**config.mk**
```make
export PLATFORM = sky130hd
export DESIGN_NAME = fetch_decode
export DESIGN_NICKNAME = d
export VERILOG_FILES = /design/src/rtl/fetch_pkg.sv /design/src/rtl/branch_decode.sv /design/src/rtl/fetch_decode.sv
export SDC_FILE = /design/constraint.sdc
export NUM_CORES = 1
export LEC_CHECK = 0
export CORE_AREA = 10 10 119 121
export DETAILED_ROUTE_END_ITERATION = 7
export DIE_AREA = 0 0 129 131
export GPL_ROUTABILITY_DRIVEN = 0
export GPL_TIMING_DRIVEN = 0
export PLACE_DENSITY = 0.67
export SLEW_MARGIN = 25
export SYNTH_ARGS = -nofsm -noshare
export SYNTH_HDL_FRONTEND = slang
export SYNTH_SLANG_ARGS = --single-unit
```
**constraint.sdc**
```tcl
create_clock -name clock -period 4.55 [get_ports clock]
set_input_delay 0.91 -clock clock [delete_from_list [all_inputs] [get_ports clock]]
set_output_delay 0.91 -clock clock [all_outputs]
set_load 0.02 [all_outputs]
```
**src/rtl/fetch_pkg.sv**
```systemverilog
// Shared types and opcode constants for the LEGv8 fetch / branch pre-decode slice.
package fetch_pkg;

    typedef enum logic {IDLE, REQ} state_t;

    localparam logic [5:0] OPC_B   = 6'b000101;
    localparam logic [7:0] OPC_CBZ = 8'b10110100;

    localparam int IMM26_W = 26;
    localparam int IMM19_W = 19;

endpackage

```
**src/rtl/branch_decode.sv**
```systemverilog
// Combinational pre-decode of B / CBZ into branch flags and a sign-extended word offset.
module branch_decode
    import fetch_pkg::*;
(
    input  logic [31:0] instr,
    output logic        branchFlag,
    output logic        unconditionalBranchFlag,
    output logic [31:0] pcOffsetFilled
);

    logic signed [IMM26_W-1:0] imm26;
    logic signed [IMM19_W-1:0] imm19;

    assign imm26 = instr[IMM26_W-1:0];
    assign imm19 = instr[5 +: IMM19_W];

    always_comb begin
        branchFlag              = 1'b0;
        unconditionalBranchFlag = 1'b0;
        pcOffsetFilled          = 32'd0;
        if (instr[31:26] == OPC_B) begin
            unconditionalBranchFlag = 1'b1;
            pcOffsetFilled          = {{(32-IMM26_W){imm26[IMM26_W-1]}}, imm26};
        end else if (instr[31:24] == OPC_CBZ) begin
            branchFlag     = 1'b1;
            pcOffsetFilled = {{(32-IMM19_W){imm19[IMM19_W-1]}}, imm19};
        end
    end

endmodule

```
**src/rtl/fetch_decode.sv**
```systemverilog
// Instruction fetch over a req/ack memory handshake with registered branch pre-decode.
module fetch_decode
    import fetch_pkg::*;
#(
    parameter int TIMEOUT = 16,
    parameter int ADDR_W  = 32
) (
    input  logic              clock,
    input  logic              reset_n,
    input  logic [ADDR_W-1:0] PC,
    input  logic              fetch_start,
    output logic              busy,
    output logic              mem_req,
    output logic [ADDR_W-1:0] mem_addr,
    input  logic              mem_ack,
    input  logic [31:0]       mem_rdata,
    output logic [31:0]       instr,
    output logic              instr_valid,
    output logic              branchFlag,
    output logic              unconditionalBranchFlag,
    output logic [31:0]       pcOffsetFilled,
    output logic              fault
);

    localparam int             TW         = $clog2(TIMEOUT);
    localparam logic [TW-1:0]  TIMER_LAST = TW'(TIMEOUT - 1);

    state_t        state;
    logic [TW-1:0] timer;

    logic        decBranch;
    logic        decUncond;
    logic [31:0] decOffset;

    branch_decode uDecode (
        .instr                  (mem_rdata),
        .branchFlag             (decBranch),
        .unconditionalBranchFlag(decUncond),
        .pcOffsetFilled         (decOffset)
    );

    // mem_req and busy follow the state register, so reset drops them asynchronously.
    assign mem_req = (state == REQ);
    assign busy    = (state == REQ);

    always_ff @(posedge clock or negedge reset_n) begin
        if (!reset_n) begin
            state                   <= IDLE;
            timer                   <= '0;
            mem_addr                <= '0;
            instr                   <= '0;
            instr_valid             <= 1'b0;
            branchFlag              <= 1'b0;
            unconditionalBranchFlag <= 1'b0;
            pcOffsetFilled          <= '0;
            fault                   <= 1'b0;
        end else begin
            instr_valid <= 1'b0;
            fault       <= 1'b0;
            case (state)
                IDLE: begin
                    if (fetch_start) begin
                        if (PC[1:0] == 2'b00) begin
                            mem_addr <= PC;
                            timer    <= '0;
                            state    <= REQ;
                        end else begin
                            fault <= 1'b1;
                        end
                    end
                end
                REQ: begin
                    // A same-cycle ack wins over the timeout.
                    if (mem_ack) begin
                        instr                   <= mem_rdata;
                        branchFlag              <= decBranch;
                        unconditionalBranchFlag <= decUncond;
                        pcOffsetFilled          <= decOffset;
                        instr_valid             <= 1'b1;
                        state                   <= IDLE;
                    end else if (timer == TIMER_LAST) begin
                        fault <= 1'b1;
                        state <= IDLE;
                    end else begin
                        timer <= timer + 1'b1;
                    end
                end
                default: state <= IDLE;
            endcase
        end
    end

endmodule

```
==> impl_results.md <==
* Mapped Nets at 476
* Synth cell types at 35
* Fmax at 0.406 GHz
* Synth-to-Final Area Change at 54.7%
* Antenna-violating nets left at 0
* Fin. max-slew vios at 0
* Die ar. at 0.0169 mm^2
* FILL cells at 1088
* Reg clk slew, reported paths at 70 ps
* Post-CTS setup buffer count at 0
* DR pass1 iterations at 5
* DR vias/cell at 4.71
* Share of cells above drive strength 1 at 0.0963
* CP endpoint kind: primary output
* Hold crit path type: input port to asynchronous set/reset pin
* Root Buffer: clkbuf_16
* RSZ-0062 raised after global routing: false
* CTS Buf Count at 9
* Final core occ at 0.529
* Register area share after synthesis at 0.613
* Buffers added on ports at 168
* Post-Synthesis Mean Instance Area at 9.93 um^2
* GR Util All Layers at 0.152
* Fin cells at 739
* Most frequent cells in the layout: nand2_1 (204), clkdlybuf4s50_1 (167), dfrtp_1 (99), buf_2 (14), o221ai_1 (10)
* Pwr dens at 418 mW/mm^2
* Slew headroom at 0.627
* Resized Gates After CTS at 0
* Largest net degree at the start of global routing at 61
* H-tree Lvls at 3
* CP max FO at 8
* Final setup violation count at 0
* Die width at 129 um
* Global route overflow at 0
* Final Hold Vio Count at 0
* Rows at 40
* Synth warnings at 0
* CTS tree: built
* Commonest non-fill, non-tap cell in the layout: nand2_1
* Synth async-reset ratio at 1.00
* Via count at 3481
* Starting density of the core at 0.342
* Fin crit share at 0.542
* WL final at 13000 um
* Initial antenna violation count at 0
* Core footprint at 0.0118 mm^2
* FF+latch count, synth at 99
* Number of placed instances, taps included at 723
* Post-Syn Instances at 407
* Final setup TNS at 0 ps
* Setup CP Type: flop to primary output
* Worst setup SP type: flop
* IO Count at 170
* Post-DP HPWL at 10200 um
* Post-synth EDFFs at 0
* FF-to-FF setup slack at 2900 ps
* Diodes inserted at 0
* Tot Pwr at 2.61 mW
* Nets@finish at 656
* Synth Flop Type: dfrtp_1
* Synthesized cell area at 0.00404 mm^2
* Static leakage at 2.93 nW
* WL/cell at 17.5 um
* Die Ht at 131 um
* Max-cap violations at 0
* Placed cell area at 0.00593 mm^2
* Slew @ Worst Pin at 560 ps
* DR iter-0 viols at 185
* Vias in the first global route at 3570
* Run status: complete, no violations
* Drt drc at 0
* Worst EP required at 3640 ps
* Clk Latency, worst-skew pair at 340 ps
* Peak ir drop on the vdd network at 0.183 mV
* CTS Hold Bufs at 0
* CTS Sinks at 99
* Design area at 0.00625 mm^2
* Min Tclk post-route at 2470 ps
* First-pass GRT wire length at 19900 um
* CP arrival at 1560 ps
* Final Skew at 5.52 ps
* CTS max path bufs at 2
==> path summary, 6_finish.rpt <==
kind                                                start                             end  depth (start not counted)
max                        pcOffsetFilled[30]$_DFFE_PN0P_              pcOffsetFilled[30]                          2
max reg2reg                                busy$_DFF_PN0_         mem_addr[2]$_DFFE_PN0P_                          5
min in group clock               mem_addr[14]$_DFFE_PN0P_        mem_addr[14]$_DFFE_PN0P_                          2
min                                               reset_n        mem_addr[31]$_DFFE_PN0P_                          1
min reg2reg                      mem_addr[14]$_DFFE_PN0P_        mem_addr[14]$_DFFE_PN0P_                          2
max in group asynchronous                         reset_n  pcOffsetFilled[13]$_DFFE_PN0P_                          2
==> power by group <==
group	internal [mW]	switching [mW]	total [mW]
combinational	0.343	0.374	0.716
sequential	1.02	0.0818	1.10
clock	0.470	0.327	0.797
==> synth_stat cells (2+ instances only) <==
cell type  number  area, um^2
nand2_1       204         766
dfrtp_1        99        2480
buf_2          14        70.1
o221ai_1       10        87.6
o221ai_2        9         135
a221o_1         7        70.1
buf_4           7        52.6
and2_1          5        31.3
clkbuf_1        5        18.8
nand3_1         5        25.0
o21ai_0         5        25.0
and3_1          4        25.0
buf_6           4        45.0
nor3_1          3        15.0
a21o_1          2        15.0
inv_1           2        7.51
nand2b_1        2        12.5
nand4bb_1       2        22.5
or2_1           2        12.5
==> final cells by class <==
class,instances,area [um^2],area share
inverter,3,11.3,0.00180
clock buffer,12,267,0.0427
multi-input combinational,275,1370,0.218
buffer,30,186,0.0298
clock inverter,4,47.5,0.00761
tap,147,184,0.0294
sequential,99,2480,0.396
timing repair buffer,169,1710,0.274
==> worst max-delay path, stage by stage, from the launching register on <==
cell             delay [ps]
dfrtp_1                 470
buf_4                   150
clkdlybuf4s50_1         600
==> flip-flops by register name, summed over array words and instances, names as in the netlist <==
register and cells:
branchFlag 1, busy 1, fault 1, instr 32
instr_valid 1, mem_addr 32, pcOffsetFilled 26, timer 4
unconditionalBranchFlag 1
==> per-stage QoR <==
step | setup WS (ps) | hold slack (ps)
after floorplan | 2600 | 479
after global placement | -1150 | 459
after detailed placement | 1960 | 463
after CTS | 2070 | 478
after global routing | 1990 | 489
final | 2080 | 476
==> per-layer routing <==
layer  share of wire  up-vias  routed length [um]  GRT usage
li1                -     1688                   -          -
met1            0.41     1669                5360      0.185
met2            0.50      110                6470      0.250
met3           0.071       14                 918     0.0443
met4           0.015        0                 199     0.0569
met5               0        -                   0          0
==> cells by family after synthesis <==
logic type | share of synthesized area
AND/OR/NAND/NOR | 0.241
multiplexers | 0.00248
AO/OA/AOI/OAI | 0.0910
flip-flops | 0.613
adder cells (fa/ha/maj) | 0.00310
buffers and inverters | 0.0489
No activity file was read; power rests on OpenSTA's default activity.
